### src/rtl/time_param_timer.sv
// Programmable time-parameter bank with an integrated countdown timer.
// The alarm FSM starts/aborts intervals here and gets a one-cycle expiry pulse.
module time_param_timer #(
    parameter int                              NUM_PARAMS = 4,
    parameter int                              VALUE_W    = 4,
    parameter int                              SEL_W      = 2,
    parameter logic [NUM_PARAMS*VALUE_W-1:0]   DEFAULTS   = 16'hAF86,
    parameter int                              TICK_DIV   = 4
) (
    input  logic               clock,
    input  logic               reset,
    input  logic [SEL_W-1:0]   time_param_sel,
    input  logic [VALUE_W-1:0] time_value,
    input  logic               reprogram,
    output logic               prog_ack,
    output logic               prog_err,
    input  logic [SEL_W-1:0]   interval,
    output logic [VALUE_W-1:0] value,
    input  logic               start_timer,
    input  logic               abort_timer,
    output logic               busy,
    output logic               expired,
    output logic [VALUE_W-1:0] remaining
);

    localparam int NUM_SLOTS = 1 << SEL_W;
    localparam int PRESC_W   = $clog2(TICK_DIV);
    localparam logic [PRESC_W-1:0] PRESC_LAST = PRESC_W'(TICK_DIV - 1);

    typedef enum logic [1:0] {IDLE, COUNT, EXPIRE} state_t;

    logic [VALUE_W-1:0] bank_reg [NUM_PARAMS];
    logic [VALUE_W-1:0] slot_value [NUM_SLOTS];
    logic [NUM_SLOTS-1:0] slot_valid;
    logic write_ok;
    logic prog_ack_reg, prog_err_reg;

    state_t state_reg, state_next;
    logic [VALUE_W-1:0] cnt_reg, cnt_next;
    logic [PRESC_W-1:0] presc_reg, presc_next;

    // Every select code maps to a slot; codes past NUM_PARAMS read 0 and reject writes.
    generate
        for (genvar gi = 0; gi < NUM_SLOTS; gi++) begin : g_slot
            if (gi < NUM_PARAMS) begin : g_param
                assign slot_value[gi] = bank_reg[gi];
                assign slot_valid[gi] = 1'b1;
            end else begin : g_pad
                assign slot_value[gi] = '0;
                assign slot_valid[gi] = 1'b0;
            end
        end
    endgenerate

    assign write_ok = reprogram && slot_valid[time_param_sel] && (time_value != '0);
    assign value    = slot_value[interval];

    always_ff @(posedge clock or negedge reset) begin
        if (!reset) begin
            for (int i = 0; i < NUM_PARAMS; i++) begin
                bank_reg[i] <= DEFAULTS[i*VALUE_W +: VALUE_W];
            end
            prog_ack_reg <= 1'b0;
            prog_err_reg <= 1'b0;
        end else begin
            for (int i = 0; i < NUM_PARAMS; i++) begin
                if (write_ok && time_param_sel == SEL_W'(i)) begin
                    bank_reg[i] <= time_value;
                end
            end
            prog_ack_reg <= write_ok;
            prog_err_reg <= reprogram && !write_ok;
        end
    end

    always_ff @(posedge clock or negedge reset) begin
        if (!reset) begin
            state_reg <= IDLE;
            cnt_reg   <= '0;
            presc_reg <= '0;
        end else begin
            state_reg <= state_next;
            cnt_reg   <= cnt_next;
            presc_reg <= presc_next;
        end
    end

    // Abort beats start; start reloads from the bank as it stood before this edge's write.
    always_comb begin
        state_next = state_reg;
        cnt_next   = cnt_reg;
        presc_next = presc_reg;
        if (abort_timer) begin
            state_next = IDLE;
            cnt_next   = '0;
            presc_next = '0;
        end else if (start_timer) begin
            cnt_next   = value;
            presc_next = '0;
            state_next = (value == '0) ? EXPIRE : COUNT;
        end else begin
            case (state_reg)
                COUNT: begin
                    if (presc_reg == PRESC_LAST) begin
                        presc_next = '0;
                        if (cnt_reg <= VALUE_W'(1)) begin
                            cnt_next   = '0;
                            state_next = EXPIRE;
                        end else begin
                            cnt_next = cnt_reg - 1'b1;
                        end
                    end else begin
                        presc_next = presc_reg + 1'b1;
                    end
                end
                EXPIRE:  state_next = IDLE;
                default: state_next = IDLE;
            endcase
        end
    end

    assign busy      = (state_reg == COUNT);
    assign expired   = (state_reg == EXPIRE);
    assign remaining = cnt_reg;
    assign prog_ack  = prog_ack_reg;
    assign prog_err  = prog_err_reg;

endmodule
### config.mk
export PLATFORM = sky130hd
export DESIGN_NAME = time_param_timer
export DESIGN_NICKNAME = d
export VERILOG_FILES = /design/src/rtl/time_param_timer.sv
export SDC_FILE = /design/constraint.sdc
export NUM_CORES = 1
export LEC_CHECK = 0
export CAP_MARGIN = 10
export CORE_UTILIZATION = 54
export DETAILED_ROUTE_END_ITERATION = 10
export PLACE_DENSITY_LB_ADDON = 0.12
export REMOVE_ABC_BUFFERS = 1
export SLEW_MARGIN = 30
export SYNTH_ARGS = -nofsm -noshare
export SYNTH_HDL_FRONTEND = slang
export SYNTH_SLANG_ARGS = --single-unit
### constraint.sdc
create_clock -name clock -period 3.6 [get_ports clock]
set_clock_uncertainty 0.05 [all_clocks]
set_input_delay 0.9 -clock clock [delete_from_list [all_inputs] [get_ports clock]]
set_output_delay 0.9 -clock clock [all_outputs]
set_load 0.05 [all_outputs]
After elaboration in Yosys (flattened, before gate mapping) --
Cells that the tools add are included.
Word-level totals: word-level logic and storage cells 58, register bits after elaboration 26
Operators by class: $lt $le $gt $ge 3, add/sub/neg operators 2, reductions and logical operators 15, bitwise operators 1, equality and inequality tests 8, multiplexer cells 20
Operator list (number):
- 4-bit two-way mux | 7
- 2-bit two-way mux | 10
- 4-bit binary-select mux with 2-bit select | 1
- 2-bit == test, second input constant | 4
- 4-bit by 3-bit != test with 1-bit output, second input constant | 2
- 1-bit logical AND | 7
- 3-bit nonzero test | 2
- 2-bit by 1-bit == test with 1-bit output, second input constant | 2
- 4-bit by 1-bit <= comparator with 1-bit output, second input constant | 1
- 4-bit logical NOT | 1
- 2-bit AND reduction | 2
- 4-bit nonzero test | 1
- 4-bit by 1-bit subtractor with 4-bit output, second input constant | 1
- 3-bit greater-or-equal comparator, second input constant | 1
- 2-bit by 3-bit < comparator with 1-bit output, second input constant | 1
- 2-bit inverter with 3-bit output | 1
- 2-bit by 1-bit adder with 2-bit output, second input constant | 1
- 1-bit binary-select mux with 2-bit select | 1
- 2-bit logical NOT | 1
- 1-bit logical NOT | 1
- 1-bit two-way mux | 1

Logic depth before layout (Yosys ltp) --
word-level depth 8, mapped depth 6, mapped depth without buffers 6

Worst setup path after synthesis --
Ideal clock, no wire load.
kind input to output, start point in interval[0], end point out value[0], required time 2.650 ns, stages on the path 1, setup slack 0.951 ns, arrival 1.699 ns, cell sequence mux4_1
On the way: cells in the longest elaborated chain, start to end 4
Ends and longest elaborated chain:
- start: declaration | RTL line 17 | input logic [SEL_W-1:0] interval,
- 2-bit inverter with 3-bit output (implied by the code) | RTL line 56 | assign value = slot_value[interval];
- 4-bit binary-select mux with 2-bit select | RTL line 56
- 4-bit two-way mux (implied by the code) (2 in a row) | RTL line 56
- end: declaration | RTL line 18 | output logic [VALUE_W-1:0] value,
No other way between the ends. The select of a mux whose other input is x is not followed.

Worst setup path after layout --
Same ends and word-level chain as after synthesis.

==> flow_metrics.py <==
metrics = {
    "logic_synthesis": {
        "syn_avg_cell_area_um2": 13.1,
        "yosysTopAreaCellShare_pct": 33.9,
        "syn_inst": 96,
        "ys_ff_latch": 26,
        "synth_area_leaders": "dfrtp_1 34%, dfstp_2 19%, mux2_1 12%, mux4_2 5.4%, mux2_2 3.6%",
        "yosys.area.top_type": "dfrtp_1",
        "syn_area_um2": 1260,
        "synth-seq-area-share_pct": 52.7,
        "yosysUniqueCellTypes": 29,
        "yosys_warnings": 0,
    },
    "floorplan": {
        "initial_utilization_pct": 56.8,
        "coreArea_um2": 2210,
        "io_pins": 25,
        "die_w_um": 50.2,
        "die_h_um": 50.2,
        "fp.dieArea_um2": 2520,
        "core.rowCount": 17,
    },
    "placed_design": {
        "routabilityCongestion": 0.774,
        "dp_hpwl_um": 1850,
        "pre_cts_slack_ns": 0.249,
        "port_buffers": 24,
    },
    "route": {
        "wl_met2_um": 1280,
        "wl_per_cell_um": 15.6,
        "dr.pass1.iters": 6,
        "wl_um": 2390,
        "wl_met1_um": 1010,
        "first_iter_violations": 19,
        "antenna_left": 0,
        "route.met3.wl_um": 83,
        "drc_errors": 0,
        "post_drt_via_cell_ratio": 5.73,
        "top_layer": "met4",
        "via_count": 876,
    },
    "timing": {
        "worstMarginPinSlew_ns": 0.711,
        "drv_slew": 0,
        "rsz0062_at_grt": "no",
        "hold_viol": 0,
        "timing.fmax_mhz": 300,
        "period_minus_slack_ns": 3.34,
        "final.period_utilization_pct": 92.7,
        "slew_headroom_pct": 52.2,
        "finalSetupViolCount": 0,
        "whs_ns": 0.466,
        "tns_ns": 0,
        "setup_slack_ns": 0.262,
    },
    "cells_and_area": {
        "final_cell_mix": "19 x clkdlybuf4s50_1, 17 x dfrtp_1, 13 x mux2_1",
        "final_core_util_pct": 70.7,
        "largest_reg_flops": 16,
        "synthToLayoutAreaGrowth_pct": 24.5,
        "nets": 142,
        "antenna_cells": 0,
        "num-fill-cells": 174,
        "seq_area_um2": 662,
        "multi_input_area_um2": 576,
        "drive_above_1_share_pct": 24.0,
        "final_common_cell": "clkdlybuf4s50_1",
    },
    "worst_setup_path": {
        "slowest_delay_ns": 0.66,
        "timing.critical_path.buf_inv": 2,
        "crit_path_max_fanout": 4,
        "critPathTopFamily": "buffers and inverters",
        "path_class": "in2out",
        "startpoint_type": "primary input",
        "worst_path_max_delay_cell": "mux4_1",
        "required_ns": 2.65,
        "path_cells": "clkdlybuf4s50_1, mux4_1, buf_4",
        "cp_data_arrival_time_ns": 2.39,
        "crit_path_end_kind": "output port",
    },
    "power": {
        "switching_share_pct": 34.2,
        "p_comb_share_pct": 33.6,
        "seqPwrFrac_pct": 47.9,
        "powerDensity_nw_per_um2": 513,
        "switchingPower_mw": 0.274,
        "total_power_mw": 0.802,
        "clockPowerShare_pct": 18.4,
        "max-vdd-ir-drop_mv": 0.329,
        "leakagePower_nw": 0.669,
        "power.internal_mw": 0.527,
    },
    "clock_network": {
        "cts_root_buf": "clkbuf_4",
        "cts_buffer_depth": 2,
        "post_cts_resized": 0,
        "clock_latency_ns": 0.32,
        "cts_made_buffers": 3,
        "ctsHoldBuffers": 0,
        "post-cts-setup-buffers": 0,
        "clkSlewWorstSetupHoldPaths_ns": 0.13,
        "clock-sinks": 26,
        "cts_tree": "built",
        "cts.htree.levels": 1,
    },
    "global_routing": {
        "grt_first_pass_wirelength_um": 3960,
        "grt.total_usage_pct": 21.4,
        "grt_overflow": 0,
        "grt_max_degree": 24,
        "antenna_found_initial": 0,
        "grt_pass1_vias": 881,
    },
    "worst_hold_path": {
        "min_path_type": "reg2reg",
    },
    "run_status": {
        "status": "finished clean",
    },
    "job": {
        "maxCapViolations": 0,
    },
}
[synth_stat cells (all sizes together)]
master and number:
dfrtp 17, mux2 17, dfstp 9, nand2 7, nor3 7, a22o 4, inv 4, mux4 4
ha 3, nor2 3, a211oi 2, a21oi 2, mux2i 2, nand2b 2, o21ai 2, o31ai 2
a211o 1, a31oi 1, and2 1, clkbuf 1, nand3 1, nor2b 1, nor3b 1, nor4 1
or4 1
[metal layers]
metal  up-vias  GRT usage [%]
li1        417              -
met1       433           23.8
met2        24           40.7
met3         2           3.94
met4         0           5.71
met5         -              0
[metrics by stage]
stage / std cells / cell area (um^2)
after global routing: 153 / 1560
after global placement: 149 / 1530
after CTS: 153 / 1570
after detailed placement: 149 / 1530
after floorplan: 95 / 1250
final: 153 / 1560
[worst register-to-register path, cell delays in order, from the launching register on]
cell and delay (ns):
dfrtp_1 0.41, mux4_2 0.52, or4_4 0.54, a211oi_2 0.23
[cell families (layout without fill, tap and decap cells)]
kind of cell	Yosys count	in the layout	synth area share, %
compound gates	14	14	8.37
fa+ha+maj	3	3	2.99
buf+inv	5	34	1.49
flops	26	26	52.7
mux	23	23	24.3
simple gates	25	25	10.2
[cell type report]
| type | count | area share [%] |
|---|---|---|
| Timing Repair Buffer | 26 | 15.4 |
| Multi-Input combinational cell | 65 | 36.8 |
| Clock buffer | 4 | 2.32 |
| Sequential cell | 26 | 42.3 |
| Inverter | 4 | 0.960 |
| Tap cell | 28 | 2.24 |
[power by group through the flow]
stage / logic, mW / clock network [mW] / registers, mW
global route: 0.287 / 0.162 / 0.391
global placement: 0.264 / 0 / 0.387
finish: 0.269 / 0.148 / 0.384
floorplan: 0.160 / 0 / 0.406
CTS: 0.273 / 0.152 / 0.384
detailed placement: 0.272 / 0 / 0.390
[final timing paths]
path,start,endpoint,slack (ns),cells past startpoint
setup / recovery,interval[0],value[0],0.26,3
hold / removal,bank_reg[8],bank_reg[8],0.47,1
setup reg to reg,bank_reg[2],state_reg[1],1.76,3
hold reg to reg,bank_reg[8],bank_reg[8],0.47,1
max in group asynchronous,reset,bank_reg[11],2.48,2
min in group asynchronous,reset,remaining[1],0.48,1
Power figures use the tool's default switching activity.
